[src/rtl/serial_alu_pkg.sv]
// Shared definitions for the bit-serial ALU sequencer: control codes, FSM states, decode helpers.
// Latency: n/a (package only).
// Backpressure: n/a (package only).
package serial_alu_pkg;

   // 4-bit ALU control codes {a_invert, b_invert, operation[1:0]}
   localparam logic [3:0] CTRL_AND = 4'b0000;
   localparam logic [3:0] CTRL_OR  = 4'b0001;
   localparam logic [3:0] CTRL_ADD = 4'b0010;
   localparam logic [3:0] CTRL_SUB = 4'b0110;
   localparam logic [3:0] CTRL_NOR = 4'b1100;
   localparam logic [3:0] CTRL_SLT = 4'b0111;

   // Slice operation select (low two bits of the control code)
   localparam logic [1:0] OP_AND  = 2'b00;
   localparam logic [1:0] OP_OR   = 2'b01;
   localparam logic [1:0] OP_ADD  = 2'b10;
   localparam logic [1:0] OP_LESS = 2'b11;

   typedef enum logic [1:0] {
      ST_IDLE = 2'd0,
      ST_RUN  = 2'd1,
      ST_DONE = 2'd2
   } state_t;

   // True for the six codes the ALU defines; anything else completes as an error.
   function automatic logic ctrl_is_legal(input logic [3:0] code);
      return (code == CTRL_AND) || (code == CTRL_OR)  || (code == CTRL_ADD) ||
             (code == CTRL_SUB) || (code == CTRL_NOR) || (code == CTRL_SLT);
   endfunction

   // Only ADD and SUB report signed overflow.
   function automatic logic ctrl_is_addsub(input logic [3:0] code);
      return (code == CTRL_ADD) || (code == CTRL_SUB);
   endfunction

endpackage

[src/rtl/msb_bit_alu.sv]
// One-bit ALU slice with set/overflow outputs so it can also serve as the MSB slice.
// Latency: purely combinational.
// Backpressure: none; the slice has no handshake.
module msb_bit_alu
   import serial_alu_pkg::*;
(
   input  logic       a_i,
   input  logic       b_i,
   input  logic       a_invert_i,
   input  logic       b_invert_i,
   input  logic       carry_in_i,
   input  logic       less_i,
   input  logic [1:0] operation_i,
   output logic       result_o,
   output logic       carry_out_o,
   output logic       set_o,
   output logic       overflow_o
);

   logic a_eff;
   logic b_eff;
   logic sum;

   assign a_eff = a_i ^ a_invert_i;
   assign b_eff = b_i ^ b_invert_i;
   assign sum   = a_eff ^ b_eff ^ carry_in_i;

   assign carry_out_o = (a_eff & b_eff) | (a_eff & carry_in_i) | (b_eff & carry_in_i);
   // set is the raw adder output; meaningful as the sign of A-B at the MSB
   assign set_o       = sum;
   // signed overflow at the MSB: carry into the sign bit differs from carry out
   assign overflow_o  = carry_in_i ^ carry_out_o;

   // Result multiplexer over the four slice operations
   always_comb begin
      result_o = 1'b0;
      unique case (operation_i)
         OP_AND:  result_o = a_eff & b_eff;
         OP_OR:   result_o = a_eff | b_eff;
         OP_ADD:  result_o = sum;
         OP_LESS: result_o = less_i;
         default: result_o = 1'b0;
      endcase
   end

endmodule

[src/rtl/serial_alu_ctrl.sv]
// Bit-serial ALU: one 1-bit slice reused WIDTH times, LSB first; build option SERIAL_ALU_SLT_OVF_FIX_EN.
// Latency: out_valid rises WIDTH edges after the input handshake edge; one op per WIDTH+2 cycles.
// Backpressure: holds result/flags in DONE until out_ready; in_ready is low from accept until return to IDLE.
module serial_alu_ctrl
   import serial_alu_pkg::*;
#(
   parameter int WIDTH = 32
) (
   input  logic             clk,
   input  logic             rst_n,
   input  logic             in_valid,
   output logic             in_ready,
   input  logic [WIDTH-1:0] src_a,
   input  logic [WIDTH-1:0] src_b,
   input  logic [3:0]       alu_ctrl,
   output logic             out_valid,
   input  logic             out_ready,
   output logic [WIDTH-1:0] result,
   output logic             zero,
   output logic             overflow,
   output logic             ctrl_err
);

   localparam int              CNT_W    = (WIDTH > 1) ? $clog2(WIDTH) : 1;
   localparam logic [CNT_W-1:0] IDX_LAST = CNT_W'(WIDTH - 1);

   state_t             state_q, state_d;
   logic [WIDTH-1:0]   a_q, a_d;
   logic [WIDTH-1:0]   b_q, b_d;
   logic [3:0]         ctrl_q, ctrl_d;
   logic               carry_q, carry_d;
   logic [CNT_W-1:0]   idx_q, idx_d;
   logic [WIDTH-1:0]   result_q, result_d;
   logic               zero_q, zero_d;
   logic               ovf_q, ovf_d;
   logic               err_q, err_d;

   logic               slice_res;
   logic               slice_cout;
   logic               slice_set;
   logic               slice_ovf;
   logic               slt_less;
   logic [WIDTH-1:0]   res_work;

   // Operands shift right each RUN cycle, so bit 0 is always the current bit idx.
   msb_bit_alu u_slice (
      .a_i         (a_q[0]),
      .b_i         (b_q[0]),
      .a_invert_i  (ctrl_q[3]),
      .b_invert_i  (ctrl_q[2]),
      .carry_in_i  (carry_q),
      .less_i      (1'b0),
      .operation_i (ctrl_q[1:0]),
      .result_o    (slice_res),
      .carry_out_o (slice_cout),
      .set_o       (slice_set),
      .overflow_o  (slice_ovf)
   );

`ifdef SERIAL_ALU_SLT_OVF_FIX_EN
   // True signed compare: correct the sign of A-B when the subtraction overflowed.
   assign slt_less = slice_set ^ slice_ovf;
`else
   // Raw sign of A-B, bit-compatible with the combinational ALU.
   assign slt_less = slice_set;
`endif

   // FSM next-state, datapath next-state and handshake outputs
   always_comb begin
      state_d   = state_q;
      a_d       = a_q;
      b_d       = b_q;
      ctrl_d    = ctrl_q;
      carry_d   = carry_q;
      idx_d     = idx_q;
      result_d  = result_q;
      zero_d    = zero_q;
      ovf_d     = ovf_q;
      err_d     = err_q;
      res_work  = result_q;
      in_ready  = 1'b0;
      out_valid = 1'b0;

      unique case (state_q)
         ST_IDLE: begin
            in_ready = 1'b1;
            if (in_valid) begin
               a_d      = src_a;
               b_d      = src_b;
               ctrl_d   = alu_ctrl;
               // b_invert doubles as the +1 of two's-complement subtraction
               carry_d  = alu_ctrl[2];
               idx_d    = '0;
               result_d = '0;
               zero_d   = 1'b1;
               ovf_d    = 1'b0;
               err_d    = 1'b0;
               state_d  = ST_RUN;
            end
         end

         ST_RUN: begin
            a_d             = a_q >> 1;
            b_d             = b_q >> 1;
            carry_d         = slice_cout;
            res_work[idx_q] = slice_res;
            if (idx_q == IDX_LAST) begin
               if (ctrl_q == CTRL_SLT) begin
                  res_work[0] = slt_less;
               end
               if (!ctrl_is_legal(ctrl_q)) begin
                  res_work = '0;
               end
               zero_d  = (res_work == '0);
               ovf_d   = ctrl_is_addsub(ctrl_q) ? slice_ovf : 1'b0;
               err_d   = !ctrl_is_legal(ctrl_q);
               state_d = ST_DONE;
            end else begin
               idx_d = idx_q + CNT_W'(1);
            end
            result_d = res_work;
         end

         ST_DONE: begin
            out_valid = 1'b1;
            if (out_ready) begin
               state_d = ST_IDLE;
            end
         end

         default: begin
            state_d = ST_IDLE;
         end
      endcase
   end

   // State and datapath registers; reset discards any operation in flight
   always_ff @(posedge clk or negedge rst_n) begin
      if (!rst_n) begin
         state_q  <= ST_IDLE;
         a_q      <= '0;
         b_q      <= '0;
         ctrl_q   <= '0;
         carry_q  <= 1'b0;
         idx_q    <= '0;
         result_q <= '0;
         zero_q   <= 1'b1;
         ovf_q    <= 1'b0;
         err_q    <= 1'b0;
      end else begin
         state_q  <= state_d;
         a_q      <= a_d;
         b_q      <= b_d;
         ctrl_q   <= ctrl_d;
         carry_q  <= carry_d;
         idx_q    <= idx_d;
         result_q <= result_d;
         zero_q   <= zero_d;
         ovf_q    <= ovf_d;
         err_q    <= err_d;
      end
   end

   assign result   = result_q;
   assign zero     = zero_q;
   assign overflow = ovf_q;
   assign ctrl_err = err_q;

endmodule

[config.mk]
export PLATFORM = sky130hd
export DESIGN_NAME = serial_alu_ctrl
export DESIGN_NICKNAME = d
export VERILOG_FILES = /design/src/rtl/serial_alu_pkg.sv /design/src/rtl/msb_bit_alu.sv /design/src/rtl/serial_alu_ctrl.sv
export SDC_FILE = /design/constraint.sdc
export NUM_CORES = 1
export LEC_CHECK = 0
export ABC_AREA = 1
export CORE_ASPECT_RATIO = 2
export CORE_MARGIN = 4
export CORE_UTILIZATION = 57
export CTS_CLUSTER_SIZE = 8
export DETAILED_ROUTE_END_ITERATION = 6
export PLACE_DENSITY = 0.86
export SLEW_MARGIN = 5
export SYNTH_ARGS = -nofsm -noshare
export SYNTH_HDL_FRONTEND = slang
export SYNTH_HIERARCHICAL = 1
export SYNTH_SLANG_ARGS = --single-unit
[constraint.sdc]
create_clock -name clk -period 7.2 [get_ports clk]
set_input_delay 1.44 -clock clk [delete_from_list [all_inputs] [get_ports clk]]
set_output_delay 1.44 -clock clk [all_outputs]
set_load 0.005 [all_outputs]
==> qor.yml, run 1 <==
status: "finished with violations"
violations: "DRC"
r2r-start: "ctrl_q[3]"
cts_buffer_depth: 2
clk_pin_slew_ns: 0.07
grt_pass1_vias: 5218
cts_buffers: 9
synthFlopType: "dfrtp_1"
grt_overflow: 0
comb_power_share: 0.510
synthMostInstantiatedCell: "nand2_1"
setup-violations-final: 0
rsz0062_at_grt: "false"
core_um2: 10080
cap_violations: 0
r2r_cells: 13
dieHeight_um: 151.1
crit_family: "buffers and inverters"
grt_pass1_wl_um: 23240
path_buf_inv: 4
pwr-share-seq: 0.330
synthesis.nets: 827
slew_headroom: 0.4427
netlist_top_cells_area: "dfrtp_1 (47%), nand2_1 (12%), o21ai_0 (8.1%)"
cp-endpoint: "b_q[19]"
finClkSkew_ns: 0.005584
vdd_drop_max_mv: 0.2656
synthToLayoutAreaGrowth_pct: 23.85
cts_root_buf: "clkbuf_16"
synth_seq_cells: 111
fillCellCount: 809
drt_wl_total_um: 14050
ys_top_cells_by_count: "nand2_1 (186), inv_1 (116), dfrtp_1 (110)"
rows: 52
dp_hpwl_um: 10180
r2r_end: "zero"
yosysTopAreaCell: "dfrtp_1"
critPathArrivalTime_ns: 4.27
fin_setup_tns_ns: 0
post_cts_resized: 0
crit_start: "in_valid"
syn_inst: 747
h-tree-depth: 3
slowest_delay_ns: 0.78
cp_max_fo: 72
avgSynthCellArea_um2: 7.809
path_cells: "clkdlybuf4s50_1 -> nand2_2 -> inv_1 -> nor2_4 -> clkinv_2 -> buf_4 -> o211ai_1 -> o21ai_0"
antenna_found_initial: 0
clockPowerShare: 0.160
switching_share: 0.4298
pre_cts_slack_ns: 2.797
clock_latency_ns: 0.34
required_ns: 7.40
pwr_density_cell_nw_per_um2: 457.8
viasPerCell: 5.641
worst_slew_pin_slew_ns: 0.8350
remaining_drc_errors: 2
drive_gt1_frac: 0.03628
wl_per_cell_um: 14.61
final_nets: 903
cts.sinks: 111
yosysSeqAreaShare: 0.4764
cts_hold_buf: 0
io_pins: 109
crit_type: "input port to register"
period_share: 0.5649
synth_area_um2: 5833
p_leak_uw: 0.003415
ys_warn_count: 6
reg2reg_setup_slack_ns: 4.01
synth.distinct_cells: 29
drt-initial-drc-count: 340
critPathSlowestCell: "clkinv_2"
n_antenna_cell: 0
switchingPower_uw: 1421
cts_setup_buffers: 0
ant_nets: 0
fin_crit_ns: 4.068
cp-end-kind: "register"
worstSetupStartpointType: "input port"
hold_class: "register to register"
track_usage: 0.2427
drv_slew: 0
hold_viol: 0
cts_tree: "done"
gp_congestion: 0.8924
vias: 5427
first_pass_iters: 7
synth_top_area_frac: 0.4719
fmax_mhz: 245.9
cp.depth: 8
initial_core_util: 0.5784
p_int_uw: 1886
async_reset_ff_frac: 1.000
numPortBuffers: 108
synth-edff-count: 0
design.die.area_um2: 12010
die_x_um: 79.53
setup_ws_ns: 3.132
grt_max_degree: 73
hold_ws_ns: 0.5339
cell type report:
| cell class | instances | area [um2] | share of cell area |
|---|---|---|---|
| tap | 135 | 168.9 | 0.02338 |
| inverter | 118 | 444.2 | 0.06148 |
| clock inverter | 3 | 67.56 | 0.009352 |
| timing repair buffer | 113 | 1116 | 0.1545 |
| sequential | 111 | 2779 | 0.3847 |
| multi-input combinational | 470 | 2402 | 0.3325 |
| clock buffer | 12 | 246.5 | 0.03412 |
flip-flops by register name, indices dropped and copies added (netlist names):
| register | count |
|---|---|
| ctrl_q | 4 |
| overflow | 1 |
| ctrl_err | 1 |
| carry_q | 1 |
| result | 32 |
| a_q | 32 |
| b_q | 32 |
| zero | 1 |
| state_q | 2 |
| idx_q | 5 |
power groups by stage:
stage	Combinational (uW)	Clock [uW]	Sequential (uW)
CTS	1680	536	1090
finish	1690	531	1090
global route	1910	563	1120
global placement	1560	0	1080
detailed placement	1670	0	1100
floorplan	1240	0	1040
worst min path at each step:
stage                from         end  slack [ns]  cells past startpoint
2_1_floorplan      a_q[0]      a_q[0]        0.47                      2
3_3_place_gp       b_q[0]      b_q[0]        0.50                      2
3_5_place_dp    result[4]   result[4]        0.52                      2
4_1_cts         result[4]   result[4]        0.53                      2
5_1_grt        state_q[0]  state_q[1]        0.55                      1
6_report           b_q[0]      b_q[0]        0.53                      2
worst register-to-register path, delay by kind of cell (launching register included):
kind / cells / cell delay (ns)
adders and majority gates: 1 / 0.53
AOI/OAI and AO/OA: 2 / 0.42
buffers and inverters: 2 / 0.70
xor gates and xnor gates: 1 / 0.22
and+or+nand+nor: 7 / 0.84
DFF: 1 / 0.41
cells by family (layout without fill, tap and decap cells):
group	after synthesis	in the layout	synth area share
flip-flops	111	111	0.4764
buffers and inverters	166	246	0.1126
AND/OR/NAND/NOR	278	278	0.2016
adder cells (fa/ha/maj)	8	8	0.01845
other	1	1	0.0006429
AO/OA/AOI/OAI	180	180	0.1858
XOR/XNOR	3	3	0.004505
placed cells by master (no fill, tap or decap), drive strengths merged:
cell type and n:
nand2 187, inv 117, dfrtp 110, clkdlybuf4s50 107
o21ai 95, o211ai 61, nand3 35, nor2 29
nand4 21, o22ai 19, clkbuf 12, ha 7
buf 6, nor3 5, a21oi 3, bufinv 2
xnor2 2, clkinv 1, or2 1, o31ai 1
o41ai 1, clkinvlp 1, xor2 1, conb 1
fa 1, dfstp 1
per-stage QoR:
step | instance area, um2 | power, uW | instances | util
global placement | 6910 | 2644 | 947 | 0.6852
global route | 7224 | 3593 | 962 | 0.7164
detailed placement | 6910 | 2764 | 947 | 0.6852
CTS | 7224 | 3304 | 962 | 0.7164
floorplan | 5833 | 2285 | 747 | -
finish | 7224 | 3307 | 962 | 0.7164
routing by layer:
layer  track usage  share of wire  up-vias
met5             0              0        -
met4        0.1231          0.038        0
met3       0.03452          0.052       61
met2        0.4493           0.55      221
met1        0.2619           0.36     2536
li1              -              -     2609
(Power assumes the default switching activity.)
==> run 2: changes to the inputs <==
--- a/config.mk
+++ b/config.mk
@@ -8,10 +8,10 @@
 export ABC_AREA = 1
 export CORE_ASPECT_RATIO = 2
 export CORE_MARGIN = 4
-export CORE_UTILIZATION = 57
+export CORE_UTILIZATION = 53
 export CTS_CLUSTER_SIZE = 8
 export DETAILED_ROUTE_END_ITERATION = 6
-export PLACE_DENSITY = 0.86
+export PLACE_DENSITY = 0.81
 export SLEW_MARGIN = 5
 export SYNTH_ARGS = -nofsm -noshare
 export SYNTH_HDL_FRONTEND = slang
==> constraint.sdc (replaced) <==
create_clock -name clk -period 3.9 [get_ports clk]
set_input_delay 0.78 -clock clk [delete_from_list [all_inputs] [get_ports clk]]
set_output_delay 0.78 -clock clk [all_outputs]
set_load 0.005 [all_outputs]
==> run 2 against run 1 <==
Against the previous run:
- the flow now finishes without violations
- critical path depth grew 5
- core utilization shrank 4.8 points
- setup slack lost 2.5 ns
- global-route usage shrank 2.1 points
- clock skew grew 0.0028 ns
- first-iteration DRC count grew 6.8%
- critical path type is now register to register
- sequential power grew 83%
- sequential share of layout area is essentially flat
- routed wire length shrank 1.4%
==> qor.yml, run 2 (synthesis gave the netlist of run 1 again) <==
cts_hold_buf: 0  # unchanged
final_nets: 903  # unchanged
fmax_mhz: 307.3
p_leak_uw: 0.003425  # +0.30%
remaining_drc_errors: 0  # -2
required_ns: 4.18  # -3.22 ns
fin_crit_ns: 3.254
cts_tree: "done"
final_common_cell: "nand2_1"
clk_pin_slew_ns: 0.07  # about the same
r2r-start: "ctrl_q[3]"
register_area_um2: 2779  # unchanged
n_antenna_cell: 0  # unchanged
multi_input_area_um2: 2402  # unchanged
core_um2: 10810  # +7.2%
drive_gt1_frac: 0.03986  # +0.003579
io_pins: 109  # unchanged
top_usage_layer: "met2"
cts_buffers: 9  # unchanged
cp-end-kind: "register"
synthToLayoutAreaGrowth_pct: 23.96  # about the same
initial_core_util: 0.5396  # -0.03883
use_met2: 0.3828  # -0.06648
clock_latency_ns: 0.35  # about the same
design.die.area_um2: 12850  # +7.0%
crit_top_cell: "nand2_1"
whs_endpoint: "b_q[0]"
viasPerCell: 5.565  # -1.4%
h-tree-depth: 3  # unchanged
first_pass_iters: 5  # -2
pre_cts_slack_ns: 0.7789  # -2.018 ns
path_buf_inv: 2  # -2
rows: 54  # +3.8%
setup-violations-final: 0  # unchanged
pwr_density_cell_nw_per_um2: 835.1  # +82%
die_x_um: 82.18  # +3.3%
hold_ws_ns: 0.5200  # -0.01385 ns
rsz0062_at_grt: "false"
grtUsageMet3: 0.04032  # +0.005799
crit_family: "simple AND/OR/NAND/NOR gates"
fin_setup_tns_ns: 0  # unchanged
cts_setup_buffers: 0  # unchanged
placed_cells_incl_taps: 952  # +0.53%
cts_buffer_depth: 2  # unchanged
critPathArrivalTime_ns: 3.53  # -0.74 ns
cts_root_buf: "clkbuf_16"
drt-initial-drc-count: 363  # +6.8%
gp_congestion: 0.9143  # +2.5%
r2r_cells: 13  # unchanged
dp_hpwl_um: 10020  # -1.5%
slew_headroom: 0.3499  # -0.09272
cts.sinks: 111  # unchanged
post_cts_resized: 0  # unchanged
hold_viol: 0  # unchanged
fillCellCount: 889  # +9.9%
dieHeight_um: 156.4  # +3.5%
cap_violations: 0  # unchanged
antenna_found_initial: 0  # unchanged
hold_class: "register to register"
worst_slew_pin_slew_ns: 0.9751  # +0.1401 ns
layout_common_cells: "nand2_1 (186), inv_1 (116), dfrtp_1 (110)"
stdcell_count: 968  # +0.62%
worstSetupStartpointType: "register"
vdd_drop_max_mv: 0.4377  # +65%
hp-start: "b_q[0]"
path_cells: "xor2_1 -> inv_1 -> fa_1 -> nand2_1 -> nand3_1 -> nand2_1 -> inv_1 -> o21ai_0 -> nor2_1 -> nand2_1 -> nor2_1 -> nand3_1 -> a21oi_1"
grtUsageMet1: 0.2521  # -0.009801
reg2reg_setup_slack_ns: 0.65  # -3.36 ns
grt_overflow: 0  # unchanged
finClkSkew_ns: 0.008356  # +0.002773 ns
grt_pass1_vias: 5193  # -0.48%
cp.depth: 13  # +5
r2r_end: "zero"
track_usage: 0.2213  # -0.02141
critPathSlowestCell: "inv_1"
status: "complete, no violations"
ant_nets: 0  # unchanged
crit_type: "register to register"
vias: 5387  # -0.74%
period_share: 0.8344
power_uw: 6038  # +83%
cp_max_fo: 24  # -67%
drv_slew: 0  # unchanged
numPortBuffers: 108  # unchanged
setup_ws_ns: 0.6459  # -2.487 ns
grt_pass1_wl_um: 22600  # -2.8%
drt_wl_total_um: 13860  # -1.4%
hold_path_depth: 2  # unchanged
wl_per_cell_um: 14.31  # -2.0%
slowest_delay_ns: 0.58  # -0.20 ns
grt_max_degree: 123  # +68%
## run 2: cell types whose count changed in the layout (fill, tap and decap cells not counted)
cell        change
bufinv_16       -1
clkinv_4        +1
clkinv_2        +5
buf_4           -2
clkbuf_8        -1
buf_12          +2
clkbuf_1        -2
clkinvlp_4      -1
## run 2: where the power goes
group / total [uW] / switching [uW] / internal [uW]
combinational: 3130 / 1910 / 1210
clock: 907 / 413 / 494
sequential: 2000 / 298 / 1710
total: 6040 / 2620 / 3410
## run 2: area by class of cell
type / instances / share of cell area
Clock inverter: 7 / 0.008825
Inverter: 118 / 0.06143
Sequential cell: 111 / 0.3843
Clock buffer: 9 / 0.03115
Tap cell: 140 / 0.02423
Timing Repair Buffer: 113 / 0.1578
Multi-Input combinational cell: 470 / 0.3322
## run 2: per-layer routing
layer | part of all wire | vias to the layer above
met5 | 0 | -
met4 | 0.041 | 0
met3 | 0.055 | 49
met2 | 0.53 | 202
met1 | 0.37 | 2533
li1 | - | 2603
## run 2: how the worst max path moves through the flow
stage / end / slack, ns / startpoint
3_5_place_dp: b_q[1] / 0.78 / in_valid
3_3_place_gp: a_q[18] / 0.93 / in_valid
6_report: zero / 0.65 / ctrl_q[3]
5_1_grt: zero / 0.43 / ctrl_q[3]
2_1_floorplan: zero / 1.42 / ctrl_q[3]
4_1_cts: zero / 0.77 / ctrl_q[3]
## run 2: per-stage QoR
step                utilization  instance area [um2]
global placement         0.6421                 6942
finish                   0.6689                 7231
global route             0.6689                 7231
floorplan                     -                 5833
detailed placement       0.6421                 6942
CTS                      0.6689                 7231
## run 2: worst min-delay path, cell delays in order (launching register included)
cell	delay [ns]
dfrtp_1	0.37
nand2_1	0.06
o21ai_0	0.06
